### config.mk
export PLATFORM = sky130hd
export DESIGN_NAME = uart_transmitter_fsm_flat
export DESIGN_NICKNAME = d
export VERILOG_FILES = /design/src/rtl/uart_pkg.sv /design/src/rtl/uart_transmitter_fsm_if.sv /design/src/rtl/uart_bit_timer.sv /design/src/rtl/uart_transmitter_fsm.sv /design/src/flat_wrapper.sv
export SDC_FILE = /design/constraint.sdc
export NUM_CORES = 1
export LEC_CHECK = 0
export BUFFER_PORTS_ARGS = -buffer_cell sky130_fd_sc_hd__buf_4
export CELL_PAD_IN_SITES_DETAIL_PLACEMENT = 0
export CELL_PAD_IN_SITES_GLOBAL_PLACEMENT = 2
export CORE_MARGIN = 3
export CORE_UTILIZATION = 37
export DETAILED_ROUTE_END_ITERATION = 8
export PLACE_DENSITY = 0.78
export SETUP_SLACK_MARGIN = 0.2
export SYNTH_ARGS = -nofsm -noshare
export SYNTH_HDL_FRONTEND = slang
export SYNTH_HIERARCHICAL = 1
export SYNTH_SLANG_ARGS = --single-unit
### constraint.sdc
create_clock -name baudRateOut -period 3.53 [get_ports baudRateOut]
set_clock_uncertainty 0.15 [all_clocks]
set_input_delay 0.1765 -clock baudRateOut [delete_from_list [all_inputs] [get_ports baudRateOut]]
set_output_delay 0.1765 -clock baudRateOut [all_outputs]
set_load 0.005 [all_outputs]
### src/rtl/uart_pkg.sv
// -----------------------------------------------------------------------------
// uart_pkg
// Shared UART definitions used by the transmitter FSM and the receiver.
//   - tx_state_t        : transmit FSM state encoding
//   - *_DEFAULT         : default oversample ratio and data width
//   - FRAME_BITS        : start + 8 data + parity + stop
//   - START_BIT / STOP_BIT / IDLE_LEVEL : line levels
//   - parity_of()       : parity bit for a data word
// -----------------------------------------------------------------------------
package uart_pkg;

    localparam int OVERSAMPLE_DEFAULT = 16;
    localparam int DATA_BITS_DEFAULT  = 8;
    localparam int FRAME_BITS         = 11;

    localparam logic START_BIT  = 1'b0;
    localparam logic STOP_BIT   = 1'b1;
    localparam logic IDLE_LEVEL = 1'b1;

    typedef enum logic [2:0] {
        IDLE,
        START,
        DATA,
        PARITY,
        STOP
    } tx_state_t;

    // Caller zero-extends the data word; unused upper bits do not affect the XOR.
    function automatic logic parity_of(input logic [31:0] data, input logic odd);
        return (^data) ^ odd;
    endfunction

endpackage

### src/rtl/uart_transmitter_fsm_if.sv
// -----------------------------------------------------------------------------
// uart_transmitter_fsm_if
// Byte-source handshake plus TX line/status of the UART transmitter.
//   dataIn/dataValid : byte offered by the source (master drives)
//   dataReady        : transmitter can take a byte
//   serialOutput     : TX line, idles high
//   busy / txDone    : frame in progress / end-of-frame pulse
// Modports: master = byte source, slave = transmitter.
// -----------------------------------------------------------------------------
interface uart_transmitter_fsm_if
    import uart_pkg::*;
#(
    parameter int DATA_BITS = DATA_BITS_DEFAULT
);
    logic [DATA_BITS-1:0] dataIn;
    logic                 dataValid;
    logic                 dataReady;
    logic                 serialOutput;
    logic                 busy;
    logic                 txDone;

    modport master (
        output dataIn, dataValid,
        input  dataReady, serialOutput, busy, txDone
    );

    modport slave (
        input  dataIn, dataValid,
        output dataReady, serialOutput, busy, txDone
    );
endinterface

### src/rtl/uart_bit_timer.sv
// -----------------------------------------------------------------------------
// uart_bit_timer
// Counts oversampled clock cycles inside one bit-time (0..OVERSAMPLE-1).
//   clk    : oversampled baud clock
//   rst    : synchronous active-high reset
//   clear  : hold the counter at 0 (e.g. while the line is idle)
//   bitEnd : high during the last cycle of a bit-time (tick == OVERSAMPLE-1)
// -----------------------------------------------------------------------------
module uart_bit_timer #(
    parameter int OVERSAMPLE = 16
) (
    input  logic clk,
    input  logic rst,
    input  logic clear,
    output logic bitEnd
);
    localparam int TW = (OVERSAMPLE > 1) ? $clog2(OVERSAMPLE) : 1;

    logic [TW-1:0] tick_reg;

    always_ff @(posedge clk) begin
        if (rst || clear) begin
            tick_reg <= '0;
        end else if (bitEnd) begin
            tick_reg <= '0;
        end else begin
            tick_reg <= tick_reg + TW'(1);
        end
    end

    assign bitEnd = !clear && (tick_reg == TW'(OVERSAMPLE - 1));
endmodule

### src/rtl/uart_transmitter_fsm.sv
// -----------------------------------------------------------------------------
// uart_transmitter_fsm
// Serialises one byte per frame: start(0), d0..d7 LSB first, parity, stop(1).
//   baudRateOut : 16x oversampled baud clock, rising edge
//   rst         : synchronous active-high reset
//   tx (slave)  : dataIn/dataValid/dataReady handshake, serialOutput, busy,
//                 txDone (pulse on the last cycle of the stop bit)
// Optional feature macro UART_TX_HOLD_REG_EN: one-deep holding register so a
// byte can be accepted mid-frame and frames run back-to-back with no gap.
// serialOutput is registered from the state, so the line lags the state by one
// cycle: accept at edge N gives start bit from N+1 and txDone at N+176.
// -----------------------------------------------------------------------------
module uart_transmitter_fsm
    import uart_pkg::*;
#(
    parameter int OVERSAMPLE = OVERSAMPLE_DEFAULT,
    parameter int DATA_BITS  = DATA_BITS_DEFAULT,
    parameter int PARITY_ODD = 1
) (
    input logic                   baudRateOut,
    input logic                   rst,
    uart_transmitter_fsm_if.slave tx
);
    localparam int BW = (DATA_BITS > 1) ? $clog2(DATA_BITS) : 1;

    tx_state_t            state_reg;
    logic [BW-1:0]        bit_idx_reg;
    logic [DATA_BITS-1:0] shift_reg;
    logic                 parity_reg;
    logic                 serial_reg;
    logic                 ready_reg;
    logic                 busy_reg;
    logic                 done_reg;

    logic accept;
    logic bit_end;
    logic par_in;

    assign accept = tx.dataValid && ready_reg;
    assign par_in = parity_of(32'(tx.dataIn), 1'(PARITY_ODD));

`ifdef UART_TX_HOLD_REG_EN
    logic [DATA_BITS-1:0] hold_data_reg;
    logic                 hold_par_reg;
    logic                 hold_full_reg;
    logic                 stop_end;
    logic                 drain;
    logic                 to_hold;

    assign stop_end = (state_reg == STOP) && bit_end;
    assign drain    = stop_end && hold_full_reg;
    // A byte arriving at the stop-bit end with an empty hold register starts
    // the next frame directly instead of being parked in the hold register.
    assign to_hold  = accept && (state_reg != IDLE) && !(stop_end && !hold_full_reg);
`endif

    // Tick counter is frozen at 0 in IDLE so START always gets a full bit-time.
    uart_bit_timer #(
        .OVERSAMPLE(OVERSAMPLE)
    ) u_bit_timer (
        .clk   (baudRateOut),
        .rst   (rst),
        .clear (state_reg == IDLE),
        .bitEnd(bit_end)
    );

    always_ff @(posedge baudRateOut) begin
        if (rst) begin
            state_reg   <= IDLE;
            bit_idx_reg <= '0;
            shift_reg   <= '0;
            parity_reg  <= 1'b0;
            serial_reg  <= IDLE_LEVEL;
            ready_reg   <= 1'b1;
            busy_reg    <= 1'b0;
            done_reg    <= 1'b0;
`ifdef UART_TX_HOLD_REG_EN
            hold_data_reg <= '0;
            hold_par_reg  <= 1'b0;
            hold_full_reg <= 1'b0;
`endif
        end else begin
            done_reg <= 1'b0;

            // Line level follows the current state one cycle later.
            case (state_reg)
                IDLE:    serial_reg <= IDLE_LEVEL;
                START:   serial_reg <= START_BIT;
                DATA:    serial_reg <= shift_reg[0];
                PARITY:  serial_reg <= parity_reg;
                default: serial_reg <= STOP_BIT;
            endcase

            case (state_reg)
                IDLE: begin
                    if (accept) begin
                        state_reg  <= START;
                        shift_reg  <= tx.dataIn;
                        parity_reg <= par_in;
                        busy_reg   <= 1'b1;
`ifndef UART_TX_HOLD_REG_EN
                        ready_reg  <= 1'b0;
`endif
                    end
                end
                START: begin
                    if (bit_end) state_reg <= DATA;
                end
                DATA: begin
                    if (bit_end) begin
                        shift_reg <= shift_reg >> 1;
                        if (bit_idx_reg == BW'(DATA_BITS - 1)) begin
                            bit_idx_reg <= '0;
                            state_reg   <= PARITY;
                        end else begin
                            bit_idx_reg <= bit_idx_reg + BW'(1);
                        end
                    end
                end
                PARITY: begin
                    if (bit_end) state_reg <= STOP;
                end
                STOP: begin
                    if (bit_end) begin
                        done_reg <= 1'b1;
`ifdef UART_TX_HOLD_REG_EN
                        if (hold_full_reg) begin
                            state_reg  <= START;
                            shift_reg  <= hold_data_reg;
                            parity_reg <= hold_par_reg;
                        end else if (accept) begin
                            state_reg  <= START;
                            shift_reg  <= tx.dataIn;
                            parity_reg <= par_in;
                        end else begin
                            state_reg <= IDLE;
                            busy_reg  <= 1'b0;
                        end
`else
                        state_reg <= IDLE;
                        busy_reg  <= 1'b0;
                        ready_reg <= 1'b1;
`endif
                    end
                end
                default: state_reg <= IDLE;
            endcase

`ifdef UART_TX_HOLD_REG_EN
            // Fill wins over drain so an accept on the drain edge refills the slot.
            if (to_hold) begin
                hold_data_reg <= tx.dataIn;
                hold_par_reg  <= par_in;
                hold_full_reg <= 1'b1;
                ready_reg     <= 1'b0;
            end else if (drain) begin
                hold_full_reg <= 1'b0;
                ready_reg     <= 1'b1;
            end
`endif
        end
    end

    assign tx.serialOutput = serial_reg;
    assign tx.dataReady    = ready_reg;
    assign tx.busy         = busy_reg;
    assign tx.txDone       = done_reg;
endmodule

### src/flat_wrapper.sv
// flat-port wrapper written by rule: the top's interface ports become plain ports
module uart_transmitter_fsm_flat import uart_pkg::*;
#(
    parameter int OVERSAMPLE = OVERSAMPLE_DEFAULT,
    parameter int DATA_BITS  = DATA_BITS_DEFAULT,
    parameter int PARITY_ODD = 1
)
  (baudRateOut, rst, tx_dataIn, tx_dataValid, tx_dataReady, tx_serialOutput, tx_busy, tx_txDone);
  uart_transmitter_fsm_if #(.DATA_BITS(DATA_BITS)) tx_i ();
  input logic baudRateOut;
  input logic rst;
  input wire logic [$bits(tx_i.dataIn)-1:0] tx_dataIn;
  input wire logic [$bits(tx_i.dataValid)-1:0] tx_dataValid;
  output wire logic [$bits(tx_i.dataReady)-1:0] tx_dataReady;
  output wire logic [$bits(tx_i.serialOutput)-1:0] tx_serialOutput;
  output wire logic [$bits(tx_i.busy)-1:0] tx_busy;
  output wire logic [$bits(tx_i.txDone)-1:0] tx_txDone;
  assign tx_i.dataIn = tx_dataIn;
  assign tx_i.dataValid = tx_dataValid;
  assign tx_dataReady = tx_i.dataReady;
  assign tx_serialOutput = tx_i.serialOutput;
  assign tx_busy = tx_i.busy;
  assign tx_txDone = tx_i.txDone;
  uart_transmitter_fsm #(.OVERSAMPLE(OVERSAMPLE), .DATA_BITS(DATA_BITS), .PARITY_ODD(PARITY_ODD)) u_core (.baudRateOut(baudRateOut), .rst(rst), .tx(tx_i));
endmodule
# == Word level (Yosys, flattened, before mapping) ==
# Cells that the tools add are included.
# totals
reg_bits,23
word_cells,59
input_bits,11
output_inout_bits,4
# op_classes
n_addsub,2
n_bitwise,2
mux,19
eq_ne,12
n_reduce_logical,15
# ops
cell,n
$reduce_xor 32->1,1
$mux 3,7
$mux 8,2
$pmux 8 s2,1
$pmux 3 s5,1
$ne 2x1->1 const B,6
$eq 3x2->1 const B,2
$eq 3x3->1 const B,2
$reduce_and 3->1,2
$reduce_and 6->1,1
$mux 1,5
$add 4x1->4 const B,1
$eq 4x4->1 const B,1
$pmux 1 s2,2
$reduce_and 2->1,2
$reduce_bool 2->1,2
$reduce_or 2->1,2
$add 3x1->3 const B,1
$eq 3x1->1 const B,1
$logic_not 3->1,1
$pmux 1 s3,1
$logic_and 1x1->1,2
$not 1->1,2
$logic_not 1->1,1
$logic_or 1x1->1,1

# == Longest topological paths before layout ==
# logic_depth
word_depth,5
ltp_mapped,8
ltp_nobuf,7

# == Hierarchy ==
# The synthesis kept the hierarchy.
# modules_own_cells
mod,seq_area_each_um2,area_each_um2,cells_per_inst,n_inst
uart_transmitter_fsm,380.4,919.6,94,1
uart_bit_timer,80.1,157.7,16,1

# == Least setup slack after synthesis ==
# No wires, ideal clock.
# synth_timing
path_type,register to register
from,reg u_core.state_reg[1]
to,reg u_core.shift_reg[1]
setup_time_ns,0.137
setup_slack_ns,1.594
period_less_slack_ns,1.936
path_stages_with_launch,9
arrival_ns,1.649
cell_sequence,dfxtp_1 buf_2 nor3_1 nor2_1 and2_1 o21a_4 buf_6 nor2_1 a211oi_2
# synth_between
elab_chain_cells,5
# synth_lines
item,line,source
"start, declared",uart_transmitter_fsm.sv:26,tx_state_t state_reg;
"start signal, assigned",uart_transmitter_fsm.sv:69,state_reg <= IDLE;
"start signal, assigned",uart_transmitter_fsm.sv:97,state_reg <= START;
"start signal, assigned",uart_transmitter_fsm.sv:107,if (bit_end) state_reg <= DATA;
$logic_not 3->1,uart_transmitter_fsm.sv:63,".clear (state_reg == IDLE),"
$logic_not 1->1,uart_bit_timer.sv:31,assign bitEnd = !clear && (tick_reg == TW'(OVERSAMPLE - 1));
$logic_and 1x1->1,uart_bit_timer.sv:31,
net u_core.bit_end,uart_transmitter_fsm.sv:36,logic bit_end;
$ne 2x1->1 (no source line),n/a,
$reduce_and 3->1 (no source line),n/a,
"end signal, assigned",uart_transmitter_fsm.sv:98,shift_reg <= tx.dataIn;
"end signal, assigned",uart_transmitter_fsm.sv:111,shift_reg <= shift_reg >> 1;
"end, declared",uart_transmitter_fsm.sv:28,logic [DATA_BITS-1:0] shift_reg;
# The timed path passes the listed nets, and every way through them passes these cells.
# A chain may end at the register's enable or synchronous reset.

# == Worst setup path in the final report ==
# layout_timing
from,reg u_core.state_reg[1]
to,reg u_core.bit_idx_reg[2]
# layout_between
elab_chain_cells,4
# layout_lines
item,line,source
$logic_not 3->1,uart_transmitter_fsm.sv:63,
$logic_not 1->1,uart_bit_timer.sv:31,
$logic_and 1x1->1,uart_bit_timer.sv:31,
net u_core.bit_end,uart_transmitter_fsm.sv:36,
$reduce_and 2->1 (no source line),n/a,
"end signal, assigned",uart_transmitter_fsm.sv:116,bit_idx_reg <= bit_idx_reg + BW'(1);
"end, declared",uart_transmitter_fsm.sv:27,logic [BW-1:0] bit_idx_reg;
# The timed path passes the listed nets, and every way through them passes these cells.

==> flow_metrics.tcl <==
set metrics [dict create \
    dr_total_vias 779 \
    clockRootBuffer "clkbuf_4" \
    cts_inserted_buffers 3 \
    totalWireLength_um 1900 \
    synthMuxAreaShare 0.0836 \
    ys_seq_area_frac 0.427 \
    worstSetupPathType "reg -> reg" \
    ys_ff_latch 23 \
    fp.coreArea_um2 2610 \
    post-route-drc-count 0 \
    dieArea_um2 3600 \
    final_cell_mix "23 x dfxtp_1, 16 x nor2_1, 14 x buf_4" \
    critPathMaxStageDelay_ns 0.74 \
    synth_top_area_frac 0.427 \
    status "complete, no violations" \
    synth_nets 124 \
    setup_tns_ns 0 \
    io_buffers 14 \
    maxCapViolations 0 \
    grt.total_usage 0.121 \
    dpl.hpwl_um 1430 \
    holdWs_ns 0.0553 \
    rsz0062_at_grt "no" \
    ios 15 \
    cts_tree "built" \
    grt_pass1_vias 756 \
    grt_pass1_wl_um 3290 \
    via_per_inst 5.06 \
    drtIter0Drc 14 \
    finalCritPeriodShare 0.605 \
    die_x_um 60.0 \
    ys_warn_count 6 \
    period_needed_ns 2.13 \
    antenna_left 0 \
    cp.arrival_ns 2.19 \
    area_delta_synth_final_pct 14.1 \
    fin_nets 139 \
    cp_data_required_time_ns 3.59 \
    die_y_um 60.0 \
    synthAdderAreaFrac 0.0348 \
    synth_top_cell_by_area "dfxtp_1" \
    crit_buf_inv 0 \
    placementRows 18 \
    setup_violations 0 \
    worst_pin_slew_ns 0.617 \
    ys_types 26 \
    final_common_cell "dfxtp_1" \
    hold_path.class "in -> reg" \
    cp_top_family "simple AND/OR/NAND/NOR gates" \
    relSlewSlack 0.588 \
    crit_chain "nor3_1 > nor2_1 > and2_1 > and2_1 > mux2i_1 > nor2_1" \
    final_layout_size_suffix_gt1_frac 0.226 \
    cts_buffer_depth 2 \
    start_util 0.412 \
    netlist_area_um2 1080 \
    synthCells 110 \
    leakage_nw 0.459 \
    largest_reg_flops 8 \
    cts_num_sinks 23 \
    synth_top_family_by_area "simple AND/OR/NAND/NOR gates" \
    diodes 0 \
    setup.worst_path.start_class "flip-flop" \
    synth-compound-area-share 0.141 \
    drt_first_pass_iters 3 \
    cts_resized 0 \
    peakVddDrop_v 0.000385 \
    fmax_mhz 468 \
    synth-simple-area-share 0.203 \
    clock_latency_ns 0.31 \
    grt_overflow 0 \
    place.gp.congestion 0.656 \
    critical_path.max_fanout 15 \
    path_clk_slew_ns 0.12 \
    wl_per_cell_um 12.3 \
    hold_viol 0 \
    synth.area.top_cells "dfxtp_1 43%, mux2i_1 8.4%, a211oi_2 8.1%" \
    end_kind "flip-flop" \
    syn_avg_cell_area_um2 9.79 \
    synthXorXnorAreaFrac 0.0813 \
    antenna_found_initial 0 \
    grt_start_max_net_pins 22 \
    critPathSlowestCell "dfxtp_1" \
    htreeDepth 1 \
    cellPowerDensity_nw_per_um2 393 \
    drv_slew 0 \
]
==> final cells by class <==
class,count,area [um^2]
fillers,287,1380
multi-input cells,81,586
flip-flops and latches,23,460
repair buffers,15,115
well taps,30,37.5
clock buffers,4,26.3
inverters,1,3.75
==> kinds of logic (layout without fill, tap and decap cells) <==
logic type      count (synthesis)  after routing
xor+xnor                       10             10
flops                          23             23
simple gates                   43             43
fa+ha+maj                       3              3
buf+inv                         6             20
compound gates                 16             16
mux                             9              9
==> worst register-to-register path: stages, from the launching register on <==
cell	delay [ns]
dfxtp_1	0.74
nor3_1	0.17
nor2_1	0.26
and2_1	0.21
and2_1	0.24
mux2i_1	0.22
nor2_1	0.05
==> synthesized netlist by cell type, drive strengths merged <==
| library cell | number |
|---|---|
| dfxtp | 23 |
| nor2 | 18 |
| mux2i | 9 |
| a211oi | 7 |
| xnor2 | 7 |
| nand2 | 6 |
| a21oi | 5 |
| nand3b | 5 |
| nand3 | 4 |
| clkbuf | 3 |
| ha | 3 |
| nor3 | 3 |
| xor2 | 3 |
| and2 | 2 |
| and3 | 2 |
| buf | 2 |
| nand2b | 2 |
| a31oi | 1 |
| and3b | 1 |
| inv | 1 |
| o21a | 1 |
| o311a | 1 |
| o31ai | 1 |
==> power breakdown <==
part,switching [mW],internal (mW),leakage [nW]
clock,0.0773,0.0441,0.0150
combinational,0.0382,0.0389,0.256
sequential,0.00979,0.275,0.188
==> worst paths after layout <==
check                                                  from                                   endpoint  cells past startpoint  slack [ns]
setup / recovery           u_core/state_reg[1]$_SDFFE_PP0P_         u_core/bit_idx_reg[2]$_SDFFE_PP0P_                      6        1.40
hold / removal                                          rst         u_core/bit_idx_reg[0]$_SDFFE_PP0P_                      2        0.06
setup reg to reg           u_core/state_reg[1]$_SDFFE_PP0P_         u_core/bit_idx_reg[2]$_SDFFE_PP0P_                      6        1.40
hold reg to reg   u_core/u_bit_timer/tick_reg[0]$_SDFF_PP0_  u_core/u_bit_timer/tick_reg[0]$_SDFF_PP0_                      1        0.31
==> metrics by stage <==
stage	instances	power (mW)	setup slack (ns)	cell area, um^2	utilization
6_report	154	0.483	1.40	1230	0.470
5_1_grt	154	0.513	1.13	1230	0.470
4_1_cts	154	0.492	1.35	1230	0.470
3_5_place_dp	149	0.368	1.36	1190	0.456
3_3_place_gp	149	0.367	1.43	1190	0.456
2_1_floorplan	110	0.346	1.59	1080	-
==> routing by layer <==
| metal | routed length [um] | part of all wire | up-vias | global-route usage |
|---|---|---|---|---|
| met4 | 14 | 0.0074 | 0 | 0.0285 |
| met1 | 869 | 0.46 | 354 | 0.146 |
| met2 | 908 | 0.48 | 13 | 0.204 |
| met3 | 103 | 0.054 | 2 | 0.0454 |
| met5 | 0 | 0 | - | 0 |
| li1 | - | - | 410 | - |
==> timing repair <==
action | 4_1_cts | 5_1_grt
hold buffers | 1 | 0
endpoints found under the hold margin | 1 | 0
setup endpoints to repair | 0 | 0
setup buffers | 0 | 0
Note: power is estimated with default switching activity, not from simulation.
